<file path="config.mk">
export PLATFORM = sky130hd
export DESIGN_NAME = rom_arb2
export DESIGN_NICKNAME = d
export VERILOG_FILES = /design/src/rtl/config_pkg.sv /design/src/rtl/rr_arb2.sv /design/src/rtl/rom_arb2.sv
export SDC_FILE = /design/constraint.sdc
export NUM_CORES = 1
export LEC_CHECK = 0
export CORE_MARGIN = 5
export CORE_UTILIZATION = 20
export DETAILED_ROUTE_END_ITERATION = 6
export GPL_TIMING_DRIVEN = 0
export PLACE_DENSITY = 0.84
export SLEW_MARGIN = 20
export SYNTH_ARGS = -nofsm -noshare
export SYNTH_HDL_FRONTEND = slang
export SYNTH_SLANG_ARGS = --single-unit
</file>
<file path="constraint.sdc">
create_clock -name clk -period 2.2 [get_ports clk]
set_input_delay 0.44 -clock clk [delete_from_list [all_inputs] [get_ports clk]]
set_output_delay 0.44 -clock clk [all_outputs]
set_load 0.01 [all_outputs]
</file>
<file path="src/rtl/config_pkg.sv">
// rtl/config_pkg.sv - shared boot ROM geometry and port id type for rom_arb2 and the ROM instance.
package config_pkg;

    localparam int ROM_ADDR_WIDTH = 8;
    localparam int ROM_DATA_WIDTH = 32;

    typedef logic rom_port_t;

endpackage

</file>
<file path="src/rtl/rr_arb2.sv">
// rtl/rr_arb2.sv - 2-way one-hot picker; ROM_ARB_ROUND_ROBIN_EN selects round-robin ties, else port 0 wins.
import config_pkg::*;

module rr_arb2 (
    input  logic [1:0] req_i,
    input  rom_port_t  last_i,
    input  logic       en_i,
    output logic [1:0] gnt_o
);

`ifdef ROM_ARB_ROUND_ROBIN_EN
    logic [1:0] tie_gnt;
    // On a tie the port that did not win last time goes next.
    assign tie_gnt = last_i ? 2'b01 : 2'b10;
`else
    logic [1:0] tie_gnt;
    logic       unused_last;
    assign tie_gnt     = 2'b01;
    assign unused_last = last_i;
`endif

    always_comb begin
        gnt_o = 2'b00;
        if (en_i) begin
            case (req_i)
                2'b01:   gnt_o = 2'b01;
                2'b10:   gnt_o = 2'b10;
                2'b11:   gnt_o = tie_gnt;
                default: gnt_o = 2'b00;
            endcase
        end
    end

endmodule

</file>
<file path="src/rtl/rom_arb2.sv">
// rtl/rom_arb2.sv - two-port arbiter for the 1-cycle-latency boot ROM; tie policy set by ROM_ARB_ROUND_ROBIN_EN in rr_arb2.
import config_pkg::*;

module rom_arb2 #(
    parameter int ADDR_WIDTH = ROM_ADDR_WIDTH,
    parameter int DATA_WIDTH = ROM_DATA_WIDTH
) (
    input  logic                       clk,
    input  logic                       rst_n,
    input  logic [1:0]                 req_valid_i,
    input  logic [1:0][ADDR_WIDTH-1:0] req_addr_i,
    output logic [1:0]                 req_ready_o,
    output logic [1:0]                 rsp_valid_o,
    output logic [DATA_WIDTH-1:0]      rsp_data_o,
    input  logic [1:0]                 rsp_ready_i,
    output logic                       rom_ce_o,
    output logic [ADDR_WIDTH-1:0]      rom_addr_o,
    input  logic [DATA_WIDTH-1:0]      rom_dout_i
);

    logic      pend_q, pend_d;
    rom_port_t owner_q, owner_d;
    rom_port_t last_q, last_d;

    logic       rsp_fire;
    logic       can_issue;
    logic [1:0] gnt;

    assign rsp_fire  = pend_q & rsp_ready_i[owner_q];
    assign can_issue = !pend_q | rsp_fire;

    // Grants are suppressed while reset is held so the ROM sees no read then.
    rr_arb2 u_arb (
        .req_i  (req_valid_i),
        .last_i (last_q),
        .en_i   (can_issue & rst_n),
        .gnt_o  (gnt)
    );

    assign req_ready_o = gnt;
    assign rom_ce_o    = |gnt;
    assign rsp_data_o  = rom_dout_i;

    always_comb begin
        rom_addr_o = '0;
        if (gnt[0]) begin
            rom_addr_o = req_addr_i[0];
        end else if (gnt[1]) begin
            rom_addr_o = req_addr_i[1];
        end
    end

    always_comb begin
        rsp_valid_o          = 2'b00;
        rsp_valid_o[owner_q] = pend_q;
    end

    always_comb begin
        pend_d  = pend_q;
        owner_d = owner_q;
        last_d  = last_q;
        if (|gnt) begin
            pend_d  = 1'b1;
            owner_d = gnt[1];
            last_d  = gnt[1];
        end else if (rsp_fire) begin
            pend_d = 1'b0;
        end
    end

    always_ff @(posedge clk) begin
        if (!rst_n) begin
            pend_q  <= 1'b0;
            owner_q <= 1'b0;
            last_q  <= 1'b1;
        end else begin
            pend_q  <= pend_d;
            owner_q <= owner_d;
            last_q  <= last_d;
        end
    end

endmodule

</file>
# Word-level counts from Yosys, hierarchy flattened
# Index checks and enable logic that the tools add are counted.
# totals
latchBits	0
in_bits	54
ram_bits	0
reg_bits	2
mem_bits_ro	0
n_memories	0
# op_classes
div	0
add_sub_neg	0
magnitude_cmp	2
n_eq_ne	3
n_mul	0
n_shift	0
muxes	10
n_reduce_logical	5
n_bitwise	4
# ops
op	n
$mux 8	2
$mux 1	5
$eq 2x2->1 const B	2
$pmux 2 s2	1
$reduce_or 2->1	2
$and 1x1->1	2
$and 2x2->2	1
$eq 2x1->1 const B	1
$lt 1x2->1 const B	1
$mux 2	1
$reduce_bool 2->1	1
$demux 1 s1	1
$ge 1x1->1 const B	1
$logic_and 1x1->1	1
$logic_not 1->1	1
$or 1x1->1	1

# Logic depth before layout (Yosys ltp)
# depth
ltp_word	8
depth_mapped	4

# Modules after synthesis
# From an unflattened synthesis, not the netlist that was laid out.
# hier_totals
hier_cells	62
hier_area_um2	485.5
# modules_own_cells
module	n_inst	cells_per_inst	seq_area_each_um2	area_each_um2
rom_arb2	1	60	60.1	469.2
rr_arb2	1	2	0.0	16.3

# Worst setup path before layout
# OpenSTA, ideal clock, no wires.
# synth_timing
path_type	input port to output port
startpoint	in req_valid_i[1]
endpoint	out rom_addr_o[0]
n_path_buf	1
setup_slack_ns	0.706
arrival_time_ns	1.054
cell_stages	4
path_cell_list	nor2b_1 buf_1 a22oi_1 nor2_1
# synth_between
elab_chain_cells	6
elab_cells_between_ends	8
cone_classes	3 x eq/ne; 4 x mux; 1 x reduce/logical
# synth_lines
item	line	rtl
start: declaration	rom_arb2.sv:10	input logic [1:0] req_valid_i,
$eq 2x1->1 or $eq 2x2->1 (tied branches)	rr_arb2.sv:25	case (req_i)
$reduce_or 2->1 (no line)	--	
$pmux 2 s2 *	rr_arb2.sv:25	
$mux 2 *	rr_arb2.sv:24	if (en_i) begin
$mux 8	rom_arb2.sv:48	end else if (gnt[1]) begin
$mux 8 *	rom_arb2.sv:46	if (gnt[0]) begin
end: declaration	rom_arb2.sv:17	output logic [ADDR_WIDTH-1:0] rom_addr_o,
# Every way passes the cells marked *; elsewhere a longest branch is shown, timed or not.

# Worst setup path after layout
# layout_timing
startpoint	in rsp_ready_i[0]
endpoint	out rom_ce_o
# layout_between
elab_chain_cells	7
# layout_lines
item	line	rtl
start: declaration	rom_arb2.sv:15	input logic [1:0] rsp_ready_i,
$mux 1 (implied by the code) (2 in a row)	rom_arb2.sv:29	assign rsp_fire = pend_q & rsp_ready_i[owner_q];
$and 1x1->1	rom_arb2.sv:29	
$or 1x1->1	rom_arb2.sv:30	assign can_issue = !pend_q | rsp_fire;
$and 1x1->1	rom_arb2.sv:36	.en_i (can_issue & rst_n),
$mux 2	rr_arb2.sv:24	
$reduce_or 2->1	rom_arb2.sv:41	assign rom_ce_o = |gnt;
end: declaration	rom_arb2.sv:16	output logic rom_ce_o,
# No other way between the ends. The select of a mux whose other input is x is not followed.

==> impl_metrics.json <==
{
  "fin_util_pct": 52.9,
  "drive_gt1_share_pct": 34.1,
  "vdd_drop_max_uv": 148,
  "grt_pass1_vias": 723,
  "syn_inst": 69,
  "final_nets": 194,
  "fin_cells": 166,
  "initial_core_util_pct": 21.5,
  "clock-sinks": 2,
  "core_area_sq_um": 2250,
  "worstHoldEndpoint": "owner_q",
  "viasPerCell": 4.17,
  "fin_crit_ps": 2120,
  "rsz0062_at_grt": "no",
  "insertion_delay_ps": 220,
  "synth_cell_types": 18,
  "setup_viol": 0,
  "antenna_cells": 0,
  "area_growth_pct": 146,
  "cts_tree": "done",
  "cp_cell_sequence": "clkdlybuf4s50_1, mux2i_1, a21o_1, buf_6, nor2_2, dlygate4sd2_1",
  "hold_start": "owner_q",
  "r2r-end": "owner_q",
  "cts_hold_buf": 0,
  "leakagePower_nw": 0.548,
  "gp_congestion": 0.769,
  "worst_pin_slew_ps": 227,
  "drtIter0Drc": 20,
  "drc": 0,
  "cts_max_level": 1,
  "root_buffer": "clkbuf_4",
  "end_kind": "output pin",
  "avgSynthCellArea_sq_um": 7.04,
  "hold_depth": 2,
  "path_class": "in2out",
  "r2r_start": "owner_q",
  "wl_per_cell_microns": 14.1,
  "drv_cap": 0,
  "fmax_ghz": 0.472,
  "grt_first_pass_wirelength_microns": 3190,
  "die_h_microns": 59.3,
  "antenna_found_initial": 0,
  "cpPeakStageDelay_ps": 470,
  "power_density_nw_per_um2": 296,
  "grtUsageTotal_pct": 12.0,
  "cts.reportedPaths.clkPinSlew_ps": 30,
  "row_count": 17,
  "dieArea_sq_um": 3510,
  "crit_slowest_cell": "clkdlybuf4s50_1",
  "rrSetupSlack_ps": 1110,
  "synth.top_cell.area_share_pct": 49.5,
  "critPathArrivalTime_ps": 1680,
  "fin_worst_skew_ps": 0.593,
  "via_count": 692,
  "crit_path_start_kind": "input pin",
  "pin_count": 99,
  "place_inst": 163,
  "ys_ff_latch": 2,
  "yosys_warnings": 0,
  "design_area_sq_um": 1190,
  "final_max_slew_viol_count": 0,
  "cp.required_ps": 1760,
  "hold_viol": 0,
  "place_area_sq_um": 1180,
  "syn_area_sq_um": 485,
  "relSlewSlack_pct": 84.7,
  "worstPathMaxFanout": 10,
  "syn_nets": 123,
  "die_x_microns": 59.3,
  "ant_nets": 0,
  "port_buffers": 66,
  "drt_pass1_iterations": 4,
  "ys_seq_area_share_pct": 8.25,
  "status": "finished, final reports clean",
  "hold_path.class": "reg2reg",
  "wl_microns": 2340,
  "cts_inserted_buffers": 3,
  "clockBufferDepth": 2,
  "grt_max_degree": 11,
  "post_cts_buffers": 0,
  "synthTopCellsByArea": "buf_4 (49%), a22oi_1 (12%), nor2_1 (8.5%)",
  "fin_crit_sh_pct": 96.4,
  "cts_resized": 16,
  "yosysTopAreaCell": "buf_4",
  "hold-worst-slack_ps": 535,
  "reg2regPathDepth": 3,
  "place_hpwl_microns": 2110,
  "grt_overflow": 0
}
## cell usage in the layout (no fill, tap or decap)
| cell | count |
|---|---|
| buf_4 | 33 |
| inv_1 | 3 |
| nor2_2 | 1 |
| dfxtp_1 | 2 |
| clkdlybuf4s50_1 | 55 |
| o21ai_0 | 1 |
| clkbuf_2 | 5 |
| clkbuf_8 | 1 |
| buf_6 | 1 |
| a221oi_2 | 1 |
| dlygate4sd2_1 | 2 |
| clkbuf_4 | 3 |
| mux2i_1 | 1 |
| nor2b_2 | 2 |
| nor2_1 | 11 |
| nand2_1 | 1 |
| a21oi_1 | 1 |
| a21o_1 | 1 |
| a22oi_1 | 8 |
| and3_1 | 1 |
| clkdlybuf4s15_1 | 4 |
## synthesized netlist by cell type
master    number
buf_1          1
a22oi_1        8
inv_1          3
nor2_1        11
buf_4         32
a21o_1         1
o21ai_0        1
a221oi_2       1
dfxtp_1        2
a21oi_1        1
nor2b_1        1
nand2_1        1
nor2b_2        1
mux2i_1        1
and3_1         1
buf_6          1
nor2_2         1
clkbuf_1       1
## routing by layer
metal  wire [microns]  share of wire [%]  track usage [%]  vias up
met5                0                  0                0        -
met4               44                1.9             5.83        0
met3              284                 12             4.14        4
met2             1310                 56             22.6       49
met1              701                 30             11.3      307
li1                 -                  -                -      332
## state kept, by name, indices dropped and copies added, names as in the netlist
signal and cells:
owner_q 1, pend_q 1
## critical path, delay by kind of cell
kind / cells / cell delay, ps
AOI/OAI and AO/OA: 1 / 190
buffers and inverters: 3 / 880
muxes: 1 / 80
and+or+nand+nor: 1 / 100
## worst max path at each step
stage / startpoint / end / slack, ps / depth (start not counted)
floorplan: req_valid_i[1] / rom_addr_o[0] / 710 / 4
finish: rsp_ready_i[0] / rom_ce_o / 80 / 6
detailed placement: req_valid_i[1] / rom_addr_o[7] / -460 / 6
global route: req_valid_i[1] / rom_addr_o[5] / 9 / 6
global placement: req_valid_i[1] / rom_addr_o[7] / -440 / 6
CTS: req_valid_i[1] / rom_addr_o[7] / 20 / 6
## final cells by class
type,count,area (sq um)
fill,205,1060
timing repair buffer,66,633
buffer,35,273
multi-input combinational,29,178
sequential,2,40.0
tap,28,35.0
clock buffer,3,22.5
inverter,3,11.3
## where the power goes
part	switching, mW	internal [mW]	total (mW)
Sequential	0.00208	0.0391	0.0412
Clock	0.0223	0.0603	0.0826
Combinational	0.0782	0.151	0.229
## cell families (layout without fill, tap and decap cells)
kind of cell	count (synthesis)	after routing	synth area share [%]
multiplexers	1	1	2.06
AO/OA/AOI/OAI	12	12	19.1
buffers and inverters	38	107	55.7
AND/OR/NAND/NOR	16	16	15.0
flip-flops	2	2	8.25
## per-stage QoR
stage                     total power [mW]  setup WS, ps  TNS (ps)
after floorplan                      0.143           706         0
final                                0.353          79.7         0
after CTS                            0.361          21.2         0
after detailed placement             0.278          -461     -4390
after global placement               0.274          -443     -4150
after global routing                 0.375          8.92         0
Power figures use the tool's default switching activity.
